`src/rtl/store_commit_buffer_if.sv`:
```
`default_nettype none
// =============================================================================
// Interface : store_commit_buffer_if
// Store issue, memory write and ROB completion signals of the store commit buffer.
// Revision  : 1.0
// =============================================================================
interface store_commit_buffer_if #(
    parameter int DEPTH = 4,
    parameter int ROB_W = 6
);
    localparam int CNT_W = $clog2(DEPTH) + 1;

    logic             st_valid;
    logic             st_ready;
    logic [31:0]      st_data;
    logic [31:0]      st_addr;
    logic [2:0]       st_subtype;
    logic [ROB_W-1:0] st_rob;
    logic             flush;
    logic             mem_req;
    logic [31:0]      mem_addr;
    logic [31:0]      mem_wdata;
    logic [3:0]       mem_be;
    logic             mem_ack;
    logic             done_valid;
    logic [ROB_W-1:0] done_rob;
    logic             done_err;
    logic [CNT_W-1:0] count;

    modport slave (
        input  st_valid, st_data, st_addr, st_subtype, st_rob, flush, mem_ack,
        output st_ready, mem_req, mem_addr, mem_wdata, mem_be,
               done_valid, done_rob, done_err, count
    );

    modport master (
        output st_valid, st_data, st_addr, st_subtype, st_rob, flush, mem_ack,
        input  st_ready, mem_req, mem_addr, mem_wdata, mem_be,
               done_valid, done_rob, done_err, count
    );
endinterface
`default_nettype wire

```
`src/rtl/store_commit_buffer.sv`:
```
`default_nettype none
// =============================================================================
// Module   : store_commit_buffer
// In-order store FIFO draining to data memory over req/ack, reporting each
// retired store to the ROB. Optional macro: STORE_MISALIGN_CHECK_EN.
// Revision : 1.0
// =============================================================================
module store_commit_buffer #(
    parameter int               DEPTH       = 4,
    parameter int               ROB_W       = 6,
    parameter logic [ROB_W-1:0] INVALID_ROB = 6'h10
) (
    input  wire logic            clock,
    input  wire logic            reset,
    store_commit_buffer_if.slave bus
);
    localparam int         PTR_W  = $clog2(DEPTH);
    localparam int         CNT_W  = PTR_W + 1;
    localparam logic [2:0] SUB_SB = 3'b000;
    localparam logic [2:0] SUB_SH = 3'b001;
    localparam logic [2:0] SUB_SW = 3'b010;

    typedef enum logic [1:0] {
        S_IDLE = 2'd0,
        S_REQ  = 2'd1,
        S_DONE = 2'd2
    } state_t;

    state_t           r_state;
    state_t           w_state_nxt;

    logic [31:0]      r_data [DEPTH];
    logic [31:0]      r_addr [DEPTH];
    logic [2:0]       r_sub  [DEPTH];
    logic [ROB_W-1:0] r_rob  [DEPTH];
    logic [PTR_W-1:0] r_head;
    logic [PTR_W-1:0] r_tail;
    logic [CNT_W-1:0] r_count;
    logic             r_kill;

    logic             r_mem_req;
    logic [31:0]      r_mem_addr;
    logic [31:0]      r_mem_wdata;
    logic [3:0]       r_mem_be;
    logic             r_done_valid;
    logic [ROB_W-1:0] r_done_rob;

    logic             w_push;
    logic             w_pop;
    logic             w_load;
    logic             w_done_set;
    logic             w_reject;
    logic [31:0]      w_hd_data;
    logic [31:0]      w_hd_addr;
    logic [2:0]       w_hd_sub;
    logic [ROB_W-1:0] w_hd_rob;
    logic [3:0]       w_be;
    logic [31:0]      w_wdata;
    logic [PTR_W-1:0] w_head_inc;

    assign w_hd_data  = r_data[r_head];
    assign w_hd_addr  = r_addr[r_head];
    assign w_hd_sub   = r_sub[r_head];
    assign w_hd_rob   = r_rob[r_head];
    assign w_head_inc = r_head + PTR_W'(1);

    assign bus.st_ready = (r_count < CNT_W'(DEPTH));
    assign w_push       = bus.st_valid & bus.st_ready & ~bus.flush;

    always_comb begin
        w_be    = 4'b0000;
        w_wdata = w_hd_data;
        case (w_hd_sub)
            SUB_SB: begin
                w_be    = 4'b0001 << w_hd_addr[1:0];
                w_wdata = {4{w_hd_data[7:0]}};
            end
            SUB_SH: begin
                w_be    = w_hd_addr[1] ? 4'b1100 : 4'b0011;
                w_wdata = {2{w_hd_data[15:0]}};
            end
            SUB_SW:  w_be = 4'b1111;
            default: w_be = 4'b0000;
        endcase
    end

`ifdef STORE_MISALIGN_CHECK_EN
    logic w_misalign;
    logic w_err_set;
    logic r_done_err;

    assign w_misalign = ((w_hd_sub == SUB_SH) && w_hd_addr[0]) ||
                        ((w_hd_sub == SUB_SW) && (w_hd_addr[1:0] != 2'b00));
    assign w_reject   = (w_hd_sub > SUB_SW) || w_misalign;
    assign w_err_set  = w_done_set && (r_state == S_IDLE) && w_misalign;
`else
    assign w_reject   = (w_hd_sub > SUB_SW);
`endif

    // Rejected stores never touch memory: popped straight into the done pulse.
    always_comb begin
        w_state_nxt = r_state;
        w_load      = 1'b0;
        w_pop       = 1'b0;
        w_done_set  = 1'b0;
        case (r_state)
            S_IDLE: begin
                if (!bus.flush && (r_count != '0)) begin
                    if (w_reject) begin
                        w_pop       = 1'b1;
                        w_done_set  = 1'b1;
                        w_state_nxt = S_DONE;
                    end else begin
                        w_load      = 1'b1;
                        w_state_nxt = S_REQ;
                    end
                end
            end
            S_REQ: begin
                if (bus.mem_ack) begin
                    w_pop = 1'b1;
                    if (r_kill || bus.flush) begin
                        w_state_nxt = S_IDLE;
                    end else begin
                        w_done_set  = 1'b1;
                        w_state_nxt = S_DONE;
                    end
                end
            end
            S_DONE:  w_state_nxt = S_IDLE;
            default: w_state_nxt = S_IDLE;
        endcase
    end

    always_ff @(posedge clock) begin
        if (w_push) begin
            r_data[r_tail] <= bus.st_data;
            r_addr[r_tail] <= bus.st_addr;
            r_sub[r_tail]  <= bus.st_subtype;
            r_rob[r_tail]  <= bus.st_rob;
        end
    end

    always_ff @(posedge clock or posedge reset) begin
        if (reset) begin
            r_state      <= S_IDLE;
            r_head       <= '0;
            r_tail       <= '0;
            r_count      <= '0;
            r_kill       <= 1'b0;
            r_mem_req    <= 1'b0;
            r_mem_addr   <= '0;
            r_mem_wdata  <= '0;
            r_mem_be     <= '0;
            r_done_valid <= 1'b0;
            r_done_rob   <= INVALID_ROB;
        end else begin
            r_state      <= w_state_nxt;
            r_done_valid <= w_done_set;
            r_done_rob   <= w_done_set ? w_hd_rob : INVALID_ROB;

            if (w_load) begin
                r_mem_req   <= 1'b1;
                r_mem_addr  <= {w_hd_addr[31:2], 2'b00};
                r_mem_wdata <= w_wdata;
                r_mem_be    <= w_be;
            end else if ((r_state == S_REQ) && bus.mem_ack) begin
                r_mem_req <= 1'b0;
            end

            // A flushed in-flight write still completes, but its done is dropped.
            r_kill <= (r_state == S_REQ) && !bus.mem_ack && (r_kill || bus.flush);

            if (bus.flush) begin
                if ((r_state == S_REQ) && !w_pop) begin
                    r_tail  <= w_head_inc;
                    r_count <= CNT_W'(1);
                end else begin
                    r_head  <= w_pop ? w_head_inc : r_head;
                    r_tail  <= w_pop ? w_head_inc : r_head;
                    r_count <= '0;
                end
            end else begin
                if (w_push) r_tail <= r_tail + PTR_W'(1);
                if (w_pop)  r_head <= w_head_inc;
                r_count <= r_count + CNT_W'(w_push) - CNT_W'(w_pop);
            end
        end
    end

`ifdef STORE_MISALIGN_CHECK_EN
    always_ff @(posedge clock or posedge reset) begin
        if (reset) r_done_err <= 1'b0;
        else       r_done_err <= w_err_set;
    end
    assign bus.done_err = r_done_err;
`else
    assign bus.done_err = 1'b0;
`endif

    assign bus.mem_req    = r_mem_req;
    assign bus.mem_addr   = r_mem_addr;
    assign bus.mem_wdata  = r_mem_wdata;
    assign bus.mem_be     = r_mem_be;
    assign bus.done_valid = r_done_valid;
    assign bus.done_rob   = r_done_rob;
    assign bus.count      = r_count;
endmodule
`default_nettype wire

```
`src/flat_wrapper.sv`:
```
// flat-port wrapper written by rule: the top's interface ports become plain ports
module store_commit_buffer_flat 
#(
    parameter int               DEPTH       = 4,
    parameter int               ROB_W       = 6,
    parameter logic [ROB_W-1:0] INVALID_ROB = 6'h10
)
  (clock, reset, bus_st_valid, bus_st_data, bus_st_addr, bus_st_subtype, bus_st_rob, bus_flush, bus_mem_ack, bus_st_ready, bus_mem_req, bus_mem_addr, bus_mem_wdata, bus_mem_be, bus_done_valid, bus_done_rob, bus_done_err, bus_count);
  store_commit_buffer_if #(.DEPTH(DEPTH), .ROB_W(ROB_W)) bus_i ();
  input  wire logic clock;
  input  wire logic reset;
  input wire logic [$bits(bus_i.st_valid)-1:0] bus_st_valid;
  input wire logic [$bits(bus_i.st_data)-1:0] bus_st_data;
  input wire logic [$bits(bus_i.st_addr)-1:0] bus_st_addr;
  input wire logic [$bits(bus_i.st_subtype)-1:0] bus_st_subtype;
  input wire logic [$bits(bus_i.st_rob)-1:0] bus_st_rob;
  input wire logic [$bits(bus_i.flush)-1:0] bus_flush;
  input wire logic [$bits(bus_i.mem_ack)-1:0] bus_mem_ack;
  output wire logic [$bits(bus_i.st_ready)-1:0] bus_st_ready;
  output wire logic [$bits(bus_i.mem_req)-1:0] bus_mem_req;
  output wire logic [$bits(bus_i.mem_addr)-1:0] bus_mem_addr;
  output wire logic [$bits(bus_i.mem_wdata)-1:0] bus_mem_wdata;
  output wire logic [$bits(bus_i.mem_be)-1:0] bus_mem_be;
  output wire logic [$bits(bus_i.done_valid)-1:0] bus_done_valid;
  output wire logic [$bits(bus_i.done_rob)-1:0] bus_done_rob;
  output wire logic [$bits(bus_i.done_err)-1:0] bus_done_err;
  output wire logic [$bits(bus_i.count)-1:0] bus_count;
  assign bus_i.st_valid = bus_st_valid;
  assign bus_i.st_data = bus_st_data;
  assign bus_i.st_addr = bus_st_addr;
  assign bus_i.st_subtype = bus_st_subtype;
  assign bus_i.st_rob = bus_st_rob;
  assign bus_i.flush = bus_flush;
  assign bus_i.mem_ack = bus_mem_ack;
  assign bus_st_ready = bus_i.st_ready;
  assign bus_mem_req = bus_i.mem_req;
  assign bus_mem_addr = bus_i.mem_addr;
  assign bus_mem_wdata = bus_i.mem_wdata;
  assign bus_mem_be = bus_i.mem_be;
  assign bus_done_valid = bus_i.done_valid;
  assign bus_done_rob = bus_i.done_rob;
  assign bus_done_err = bus_i.done_err;
  assign bus_count = bus_i.count;
  store_commit_buffer #(.DEPTH(DEPTH), .ROB_W(ROB_W), .INVALID_ROB(INVALID_ROB)) u_core (.clock(clock), .reset(reset), .bus(bus_i));
endmodule
```
`config.mk`:
```
export PLATFORM = sky130hd
export DESIGN_NAME = store_commit_buffer_flat
export DESIGN_NICKNAME = d
export VERILOG_FILES = /design/src/rtl/store_commit_buffer_if.sv /design/src/rtl/store_commit_buffer.sv /design/src/flat_wrapper.sv
export SDC_FILE = /design/constraint.sdc
export NUM_CORES = 1
export LEC_CHECK = 0
export BUFFER_PORTS_ARGS = -buffer_cell sky130_fd_sc_hd__buf_2
export CAP_MARGIN = 10
export CORE_AREA = 2 2 140 210
export CTS_CLUSTER_DIAMETER = 150
export DETAILED_ROUTE_END_ITERATION = 8
export DIE_AREA = 0 0 142 212
export PLACE_DENSITY = 0.7
export RECOVER_POWER = 25
export SKIP_CTS_REPAIR_TIMING = 1
export SLEW_MARGIN = 25
export SYNTH_ARGS = -nofsm -noshare
export SYNTH_HDL_FRONTEND = slang
export SYNTH_SLANG_ARGS = --single-unit
```
`constraint.sdc`:
```
create_clock -name clock -period 4.11 [get_ports clock]
set_clock_uncertainty 0.1 [all_clocks]
set_input_delay 0.822 -clock clock [delete_from_list [all_inputs] [get_ports clock]]
set_output_delay 0.822 -clock clock [all_outputs]
set_load 0.01 [all_outputs]
```
# Yosys cells after proc, flatten, opt, wreduce, memory -nomap -nowiden
# Memories as Yosys holds them, arrays and structs flattened.
# Cells that the tools add are included.
# word_totals
out_inout_bits	81
ramBits	292
regBits	84
mem_count	4
inputBits	78
# op_classes
muxes	31
n_shift	1
bitwise	3
n_addsub	4
eq_ne	6
n_reduce_logical	15
order_cmp	2
# mem_list
memory	depth	word_bits	read_ports	rd_clocked_by_memory_dff	write_ports	line	source
u_core.r_addr	4	32	1	0	1	store_commit_buffer.sv:33	logic [31:0] r_addr [DEPTH];
u_core.r_data	4	32	1	0	1	store_commit_buffer.sv:32	logic [31:0] r_data [DEPTH];
u_core.r_rob	4	6	1	0	1	store_commit_buffer.sv:35	logic [ROB_W-1:0] r_rob [DEPTH];
u_core.r_sub	4	3	1	0	1	store_commit_buffer.sv:34	logic [2:0] r_sub [DEPTH];
# ops
cell	count
32-bit one-hot mux with 2 select lines	1
2-bit 2-to-1 mux	10
1-bit 2-to-1 mux	13
4-bit one-hot mux with 3 select lines	1
6-bit 2-to-1 mux	1
1-bit logical AND	5
2-bit by 1-bit adder with 2-bit output (second input constant)	2
4-bit 2-to-1 mux	1
2-bit != test (second input constant)	2
1-bit one-hot mux with 2 select lines	2
2-bit one-hot mux with 2 select lines	1
2-bit nonzero test	2
1-bit by 2-bit << shifter with 4-bit output (first input constant)	1
3-bit by 1-bit adder with 3-bit output	1
3-bit by 1-bit equality test with 1-bit output (second input constant)	1
3-bit by 2-bit equality test with 1-bit output (second input constant)	1
3-bit by 2-bit greater-than comparator with 1-bit output (second input constant)	1
1-bit logical NOT	3
3-bit logical NOT	1
3-bit < comparator (second input constant)	1
3-bit 2-to-1 mux	1
3-bit nonzero test	1
3-bit by 1-bit subtractor with 3-bit output	1
1-bit AND	2
other kinds (6)	6

# Logic depth before layout (Yosys ltp)
# Gate-level depths: netlist (run 1).
# An unclocked memory read counts as a cell.
# depth
depth_word	9
ltp_mapped	12
ltp_nobuf	11

# Least setup slack after synthesis (run 1)
# Ideal clock, no wire load.
# synth_timing
kind	input-to-reg
from	input port bus_flush
to	memory u_core.r_addr[0][0] (enable)
setup_slack_ns	0.622
setup_ns	0.439
stages	3
path_buffers	1
t_arrival_ns	2.949
required_ns	3.571
path_cell_list	clkbuf_1 -> nor2_1 -> and2_1
# synth_between
elab_chain_cells	4
# synth_lines
item	line	source
start: declaration	flat_wrapper.sv:17	input wire logic [$bits(bus_i.flush)-1:0] bus_flush;
1-bit inverter	store_commit_buffer.sv:68	assign w_push = bus.st_valid & bus.st_ready & ~bus.flush;
1-bit AND	store_commit_buffer.sv:68	
1-bit 2-to-1 mux	store_commit_buffer.sv:136	if (w_push) begin
1-bit 2-to-1 mux (implied by the code)	store_commit_buffer.sv:138	r_addr[r_tail] <= bus.st_addr;
end: declaration	store_commit_buffer.sv:33	
# No other way between the ends.

# Worst setup path in the final report (run 1)
# layout_timing
from	register u_core.r_head[0]
to	register u_core.r_count[2] (netlist: u_core.bus.count[2])
# layout_between
elab_chain_cells	7
# layout_lines
item	line	source
start: declaration	store_commit_buffer.sv:36	logic [PTR_W-1:0] r_head;
start signal: assignment	store_commit_buffer.sv:179	r_head <= w_pop ? w_head_inc : r_head;
start signal: assignment	store_commit_buffer.sv:185	if (w_pop) r_head <= w_head_inc;
memory read 4 x 3 bit	n/a	
3-bit by 2-bit greater-than comparator with 1-bit output	store_commit_buffer.sv:97	assign w_reject = (w_hd_sub > SUB_SW);
1-bit 2-to-1 mux	store_commit_buffer.sv:109	if (w_reject) begin
1-bit 2-to-1 mux	store_commit_buffer.sv:108	if (!bus.flush && (r_count != '0)) begin
1-bit one-hot mux with 2 select lines	store_commit_buffer.sv:106	case (r_state)
3-bit by 1-bit subtractor with 3-bit output	store_commit_buffer.sv:186	r_count <= r_count + CNT_W'(w_push) - CNT_W'(w_pop);
3-bit 2-to-1 mux	store_commit_buffer.sv:174	if (bus.flush) begin
end signal: assignment	store_commit_buffer.sv:186	
end: declaration	store_commit_buffer.sv:38	logic [CNT_W-1:0] r_count;
# No other way between the ends.
# A chain may end at the register's enable or synchronous reset.

==> flow_summary.json, run 1 <==
{
  "grt_pass1_wl_um": 42600,
  "synth_seq_cells": 376,
  "p_total_mw": 11.4,
  "wl_per_cell_um": 20.8,
  "fin_crit_ns": 3.52,
  "cts_tree": "built",
  "avgSynthCellArea_sq_um": 18.3,
  "critPathRequiredTime_ns": 4.41,
  "worstSetupStartpointType": "flop",
  "fp.dieArea_sq_mm": 0.0301,
  "setup_tns_ns": 0,
  "first_global_vias": 7451,
  "root_buffer": "clkbuf_16",
  "finalMaxSlewViolations": 0,
  "relSlewSlack_pct": 34.8,
  "tightest_slew_ns": 0.978,
  "fmax_ghz": 0.284,
  "finalHoldViolations": 0,
  "netlist_instances": 776,
  "worst-endpoint-arrival_ns": 3.82,
  "drt_pass1_iterations": 4,
  "cpMaxStageDelayCell": "mux4_2",
  "route.detailed.drc": 0,
  "path_buf_inv": 2,
  "crit_path_cell_trace": "mux4_2 > a21oi_1 > o31ai_1 > ha_1 > inv_1 > ha_1 > inv_1 > fa_1 > xnor2_1 > xnor2_1 > nor2_1",
  "fin_ws_ns": 0.592,
  "cap_violations": 0,
  "cellPowerDensity_mw_per_mm2": 692,
  "synth.area.top_cells": "edfxtp_1, dfrtp_1, mux4_2",
  "critPathCaptureType": "flop",
  "vias": 7198,
  "outcome": "finished, final reports clean",
  "rsz0062_at_grt": "false",
  "core-area_sq_mm": 0.0284,
  "cp_max_fo": 20,
  "hold_class": "in -> async",
  "ant_nets": 0,
  "grt_max_degree": 85,
  "synth-edff-count": 292,
  "fin_crit_sh_pct": 85.6,
  "drive_above_1_share_pct": 25.8,
  "yosys.cell_types.count": 38,
  "ys_warn_count": 0,
  "io_buffers": 155,
  "worstRegToRegCells": 11,
  "r2r-end": "u_core.bus.count[2]",
  "synth.most_common_cell": "edfxtp_1",
  "antenna_found_initial": 2,
  "synth_top_area_share_pct": 61.7,
  "num_io_pins": 159,
  "grt_usage_pct": 19.0,
  "ys.flop_type": "edfxtp_1",
  "clk_latency_ns": 0.53,
  "rows": 76,
  "netlist_top_cells_count": "edfxtp_1, nand2_1, dfrtp_1",
  "p_leak_nw": 6.14,
  "drt-total-wl_um": 27600,
  "start_util_pct": 50.0,
  "gp_congestion": 0.789,
  "irDropWorstVdd_mv": 0.462,
  "grt_overflow": 0,
  "r2r_setup_slack_ns": 0.59,
  "async_reset_ff_share_pct": 22.3,
  "final_nets": 1029,
  "cts_sinks": 376,
  "path_class": "reg -> reg",
  "clkTransAtPathRegs_ns": 0.06,
  "path_delay_family": "adder cells",
  "syn-cell-area_sq_mm": 0.0142,
  "drt_iter0_drc": 467,
  "vias_per_cell": 5.44,
  "dp_slack_ns": 0.522,
  "dpl.hpwl_um": 17100,
  "synth_top_cell_by_area": "edfxtp_1",
  "cp_slowest_stage_delay_ns": 0.69,
  "seq_area_frac_synth_pct": 76.5,
  "area_growth_pct": 15.9,
  "die_h_um": 212,
  "worstReg2RegStart": "u_core.r_head[0]",
  "cts_max_level": 2,
  "die_w_um": 142,
  "setup_violations": 0,
  "cts-buffers-inserted": 36,
  "cts_max_path_buffers": 3
}
metrics by stage:
step | hold WS, ns | utilization, % | area, sq um | std cells
2_1_floorplan | 0.408 | - | 14200 | 778
3_3_place_gp | 0.353 | 54.1 | 15400 | 1257
3_5_place_dp | 0.357 | 54.1 | 15400 | 1257
4_1_cts | 0.374 | 58.1 | 16500 | 1322
5_1_grt | 0.376 | 57.9 | 16500 | 1323
6_report | 0.314 | 57.9 | 16500 | 1323
registers in the layout, summed over array words and instances (netlist names), 3 cells and up:
signal	flops
u_core.bus.mem_addr	30
u_core.r_addr	128
u_core.r_sub	12
u_core.bus.done_rob	6
u_core.bus.mem_be	4
u_core.r_rob	24
u_core.bus.mem_wdata	32
u_core.r_data	128
u_core.bus.count	3
worst max path at each step:
stage	cells past startpoint	from	slack, ns	to
2_1_floorplan	3	bus_flush	0.62	u_core.r_addr[0][0]
3_3_place_gp	11	u_core.r_head[0]	0.58	u_core.bus.count[2]
3_5_place_dp	11	u_core.r_head[0]	0.52	u_core.bus.count[2]
4_1_cts	11	u_core.r_head[0]	0.51	u_core.bus.count[2]
5_1_grt	11	u_core.r_head[0]	0.36	u_core.bus.count[2]
6_report	11	u_core.r_head[0]	0.59	u_core.bus.count[2]
metal layers:
metal	part of all wire, %	up-vias	GRT usage [%]
met5	0.047	-	0
met4	2.4	2	6.14
met3	5.3	47	3.92
met2	53	189	33.2
met1	40	3689	24.0
li1	-	3271	-
cells in the final DEF, fill, tap and decap left out, drive strengths merged, types with 2 or more instances in the layout:
cell / instances
nand2: 145
o21ai: 28
xor2: 3
clkinv: 11
ha: 6
clkbuf: 102
nor2: 22
nor2b: 8
mux4: 73
edfxtp: 292
xnor2: 4
buf: 111
a211oi: 2
or3: 2
nand2b: 3
inv: 12
bufinv: 3
and2: 6
a21oi: 18
mux2i: 16
conb: 3
or2: 4
clkinvlp: 2
dfrtp: 83
o21a: 3
cell type report:
| cell class | instances | area, sq um |
|---|---|---|
| antenna | 1 | 2.50 |
| tap | 351 | 439 |
| clock inverter | 19 | 195 |
| clock buffer | 46 | 958 |
| multi-input combinational | 354 | 3090 |
| inverter | 9 | 38.8 |
| sequential | 376 | 10900 |
| fill | 2157 | 12000 |
| timing repair buffer | 167 | 858 |
cells by family after synthesis:
group	share of synthesized area, %
flip-flops	76.5
AND/OR/NAND/NOR	5.67
multiplexers	12.8
AO/OA/AOI/OAI	2.01
buffers and inverters	1.90
adder cells (fa/ha/maj)	0.669
XOR/XNOR	0.431
other	0.0264
worst reg2reg max path, delay by kind of cell (launching register included):
kind	cells	cell delay, ns
xor+xnor	2	0.31
buf+inv	2	0.11
compound gates	2	0.66
flops	1	0.65
mux	1	0.69
simple gates	1	0.05
fa+ha+maj	3	0.84
power by group:
part | total [mW] | internal, mW | switching (mW) | leakage [nW]
Sequential | 5.10 | 4.78 | 0.327 | 3.69
Combinational | 3.07 | 1.39 | 1.68 | 1.88
Clock | 3.23 | 1.86 | 1.37 | 0.558
No activity file was read; power rests on OpenSTA's default activity.
==> run 2, diff against run 1 <==
- CORE_AREA: 2 2 140 210 -> 2 2 130 226
- CTS_BUF_LIST: default -> sky130_fd_sc_hd__clkbuf_4 sky130_fd_sc_hd__clkbuf_8 sky130_fd_sc_hd__clkbuf_16
- CTS_CLUSTER_DIAMETER: 150 -> 200
- DIE_AREA: 0 0 142 212 -> 0 0 132 228
==> flow_summary.json, run 2 (synthesis results as in run 1) <==
{
  "wl_per_cell_um": 20.9,
  "p_leak_nw": 6.19,
  "outcome": "finished, final reports clean",
  "setup_violations": 0,
  "hold_class": "in -> async",
  "setup_tns_ns": 0,
  "worstReg2RegStart": "u_core.r_head[0]",
  "critPathRequiredTime_ns": 4.40,
  "drt-total-wl_um": 28300,
  "cp_max_fo": 6,
  "final_nets": 1028,
  "cts_max_level": 2,
  "clk_latency_ns": 0.51,
  "grt_max_degree": 85,
  "placed_area_sq_mm": 0.0154,
  "p_int_mw": 8.22,
  "worstSetupStartpointType": "flop",
  "critPathCaptureType": "flop",
  "path_class": "reg -> reg",
  "grt_pass1_wl_um": 43700,
  "irDropWorstVdd_mv": 0.410,
  "first_global_vias": 7565,
  "cts-buffers-inserted": 34,
  "vias_per_cell": 5.28,
  "antenna_found_initial": 5,
  "drive_above_1_share_pct": 26.8,
  "dpl.hpwl_um": 17600,
  "critPathLaunch": "u_core.r_head[0]",
  "die_h_um": 228,
  "tightest_slew_ns": 0.974,
  "rows": 82,
  "area_growth_pct": 16.6,
  "cellPowerDensity_mw_per_mm2": 698,
  "seqPwrFrac_pct": 43.7,
  "cap_violations": 0,
  "drt_iter0_drc": 368,
  "cts_tree": "built",
  "nFillCells": 2218,
  "grt_usage_pct": 19.3,
  "finalMaxSlewViolations": 0,
  "clkTransAtPathRegs_ns": 0.07,
  "final_area_sq_mm": 0.0166,
  "io_buffers": 155,
  "grt_overflow": 0,
  "fmax_ghz": 0.325,
  "p_clk_share_pct": 29.0,
  "rsz0062_at_grt": "false",
  "switching_share_pct": 28.9,
  "fin_crit_ns": 3.08,
  "cts_max_path_buffers": 3,
  "finalHoldViolations": 0,
  "worst-endpoint-arrival_ns": 3.37,
  "gp_congestion": 0.762,
  "cts_sinks": 376,
  "drt_pass1_iterations": 6,
  "die_w_um": 132,
  "root_buffer": "clkbuf_16",
  "start_util_pct": 50.0,
  "route.detailed.drc": 0,
  "relSlewSlack_pct": 35.0,
  "final_common_cell": "edfxtp_1",
  "num_io_pins": 159,
  "ant_nets": 0,
  "final_cell_mix": "edfxtp_1, nand2_1, buf_2",
  "p_sw_mw": 3.34,
  "fp.dieArea_sq_mm": 0.0301,
  "core-area_sq_mm": 0.0284,
  "p_comb_share_pct": 27.3,
  "vias": 7123,
  "fin_crit_sh_pct": 74.9
}
run 2: cell types whose count changed in the layout (fill, tap and decap cells not counted), sizes merged:
cell	delta
diode	+2
clkbuf	+8
clkinv	-7
inv	-3
bufinv	+1
clkinvlp	-1
run 2: power groups by stage:
stage / Combinational, mW / Sequential, mW / Clock, mW
2_1_floorplan: 2.10 / 5.24 / 0
3_3_place_gp: 3.21 / 5.11 / 0
3_5_place_dp: 3.24 / 5.13 / 0
4_1_cts: 3.25 / 5.06 / 3.43
5_1_grt: 3.48 / 5.11 / 3.57
6_report: 3.16 / 5.05 / 3.35
run 2: layout make-up:
| class | count | area [sq um] | share of cell area [%] |
|---|---|---|---|
| clock buffer | 53 | 1070 | 6.46 |
| sequential | 376 | 10900 | 65.6 |
| tap | 378 | 473 | 2.85 |
| inverter | 9 | 38.8 | 0.234 |
| multi-input combinational | 354 | 3090 | 18.7 |
| antenna | 3 | 7.51 | 0.0453 |
| clock inverter | 9 | 146 | 0.883 |
| timing repair buffer | 168 | 865 | 5.22 |
run 2: per-stage QoR:
| stage | worst slack (ns) | power, mW | cells | hold slack (ns) | util (%) |
|---|---|---|---|---|---|
| 6_report | 1.03 | 11.6 | 1350 | 0.274 | 58.3 |
| 5_1_grt | 0.826 | 12.2 | 1349 | 0.330 | 58.3 |
| 4_1_cts | 1.01 | 11.7 | 1347 | 0.377 | 58.5 |
| 3_5_place_dp | 0.666 | 8.37 | 1285 | 0.357 | 54.2 |
| 3_3_place_gp | 0.690 | 8.32 | 1285 | 0.355 | 54.2 |
| 2_1_floorplan | 0.622 | 7.34 | 778 | 0.408 | - |
run 2: path summary, 6_finish.rpt:
path	end	slack (ns)	depth (start not counted)
max	u_core.bus.count[2]	1.03	11
min	u_core.bus.mem_addr[23]	0.27	2
max reg2reg	u_core.bus.count[2]	1.03	11
min reg2reg	u_core.bus.mem_wdata[5]	0.37	2
max in group asynchronous	u_core.bus.mem_wdata[5]	2.86	3
min in group clock	u_core.bus.mem_wdata[5]	0.37	2
run 2: per-layer routing:
layer	track usage, %	wire [um]	vias to the layer above
met5	0	27	-
met4	7.07	825	4
met3	3.64	1360	45
met2	36.2	15700	199
met1	21.8	10300	3603
li1	-	-	3272
run 2: worst max-delay path, cell delays in order, from the launching register on:
cell     delay [ns]
dfrtp_4        0.53
mux4_2         0.41
a21oi_1        0.13
o31ai_1        0.50
ha_1           0.34
inv_1          0.05
ha_1           0.13
inv_1          0.05
fa_1           0.37
xnor2_1        0.17
xnor2_1        0.13
nor2_1         0.05
==> run 3, diff against run 2 <==
- clock period: 4.11 -> 3.1 ns (I/O delays scaled with it)
==> flow_summary.json, run 3 (synthesis results as in run 1) <==
{
  "hold_class": "in -> async",
  "relSlewSlack_pct": 33.6,
  "ant_nets": 0,
  "grt_usage_pct": 19.1,
  "fmax_ghz": 0.354,
  "antenna_found_initial": 4,
  "grt_pass1_wl_um": 42900,
  "fin_crit_sh_pct": 91.1,
  "finalHoldViolations": 0,
  "drt_iter0_drc": 427,
  "drt-total-wl_um": 27900,
  "critPathCaptureType": "flop",
  "multi_input_area_sq_mm": 0.00309,
  "setup_violations": 0,
  "p_leak_nw": 6.25,
  "cellPowerDensity_mw_per_mm2": 924,
  "n_antenna_cell": 0,
  "cp_max_fo": 6,
  "drt_pass1_iterations": 5,
  "fin_crit_ns": 2.82,
  "gp_congestion": 0.748,
  "rsz0062_at_grt": "false",
  "fin_ws_ns": 0.275,
  "root_buffer": "clkbuf_16",
  "wl_per_cell_um": 20.5,
  "area_growth_pct": 17.3,
  "path_class": "reg -> reg",
  "die_h_um": 228,
  "die_w_um": 132,
  "final_cell_mix": "edfxtp_1, nand2_1, buf_2",
  "vias_per_cell": 5.28,
  "cts_max_path_buffers": 3,
  "rows": 82,
  "grt_overflow": 0,
  "cap_violations": 0,
  "num_io_pins": 159,
  "critPathRequiredTime_ns": 3.41,
  "fp.dieArea_sq_mm": 0.0301,
  "regArea_sq_mm": 0.0109,
  "cts_sinks": 376,
  "core-area_sq_mm": 0.0284,
  "worstSetupStartpointType": "flop",
  "setup_tns_ns": 0,
  "outcome": "finished, final reports clean",
  "nFillCells": 2186,
  "grt_max_degree": 85,
  "irDropWorstVdd_mv": 0.565,
  "final_nets": 1041,
  "drive_above_1_share_pct": 27.9,
  "clkTransAtPathRegs_ns": 0.07,
  "finalMaxSlewViolations": 0,
  "dp_slack_ns": 0.235,
  "worst-endpoint-arrival_ns": 3.14,
  "start_util_pct": 50.0,
  "dpl.hpwl_um": 17900,
  "route.detailed.drc": 0,
  "final_common_cell": "edfxtp_1",
  "clk_latency_ns": 0.52,
  "first_global_vias": 7519,
  "cts-buffers-inserted": 34,
  "vias": 7180,
  "io_buffers": 155,
  "tightest_slew_ns": 0.995,
  "cts_tree": "built",
  "cts_max_level": 2
}
## run 3: cell types whose count changed in the layout (fill, tap and decap cells not counted), sizes merged
cell,previous run,this run
buf,111,126
diode,3,0
bufinv,4,5
clkinvlp,1,4
inv,9,10
clkinv,4,9
clkbuf,110,98
## run 3: layout make-up
class                      count  area share [%]
clock buffer                  43            5.82
clock inverter                19            1.37
inverter                       9           0.218
multi-input combinational    354            18.5
sequential                   376            65.3
tap                          378            2.84
timing repair buffer         181            5.94
## run 3: power by group
| group | internal [mW] | switching, mW |
|---|---|---|
| Clock | 2.65 | 1.78 |
| Sequential | 6.33 | 0.346 |
| Combinational | 1.90 | 2.38 |
## run 3: metrics by stage
stage | area, sq um | hold slack (ns) | util (%) | instances | total power [mW]
final | 16700 | 0.102 | 58.7 | 1360 | 15.4
after global routing | 16700 | 0.153 | 58.7 | 1360 | 16.2
after CTS | 16700 | 0.116 | 58.9 | 1360 | 15.6
after detailed placement | 15500 | 0.357 | 54.7 | 1298 | 11.2
after global placement | 15500 | 0.354 | 54.7 | 1298 | 11.1
after floorplan | 14200 | 0.408 | - | 778 | 9.71
## run 3: final timing paths
path / start / to / slack [ns] / cells after the start
worst min-delay path: reset / u_core.bus.mem_addr[29] / 0.10 / 2
min in group clock: bus_st_data[18] / u_core.r_data[3][18] / 0.21 / 1
max in group asynchronous: reset / u_core.bus.done_rob[4] / 2.02 / 3
worst min register to register: u_core.bus.mem_wdata[29] / u_core.bus.mem_wdata[29] / 0.37 / 2
worst max-delay path: u_core.r_head[0] / u_core.bus.count[2] / 0.28 / 11
worst max register to register: u_core.r_head[0] / u_core.bus.count[2] / 0.28 / 11
## run 3: worst max-delay path: stages, from the launching register on
cell and delay (ns):
dfrtp_4 0.46, mux4_2 0.53, a21oi_1 0.25, o31ai_1 0.12, ha_1 0.29, inv_1 0.05
ha_1 0.13, inv_1 0.05, fa_1 0.37, xnor2_1 0.18, xnor2_1 0.13, nor2_1 0.05
## run 3: layer usage
| metal | wire length (um) | global-route usage [%] | vias to the layer above |
|---|---|---|---|
| li1 | - | - | 3288 |
| met1 | 10200 | 21.7 | 3623 |
| met2 | 15300 | 34.6 | 202 |
| met3 | 1360 | 3.67 | 63 |
| met4 | 1120 | 8.46 | 4 |
| met5 | 27 | 0 | - |
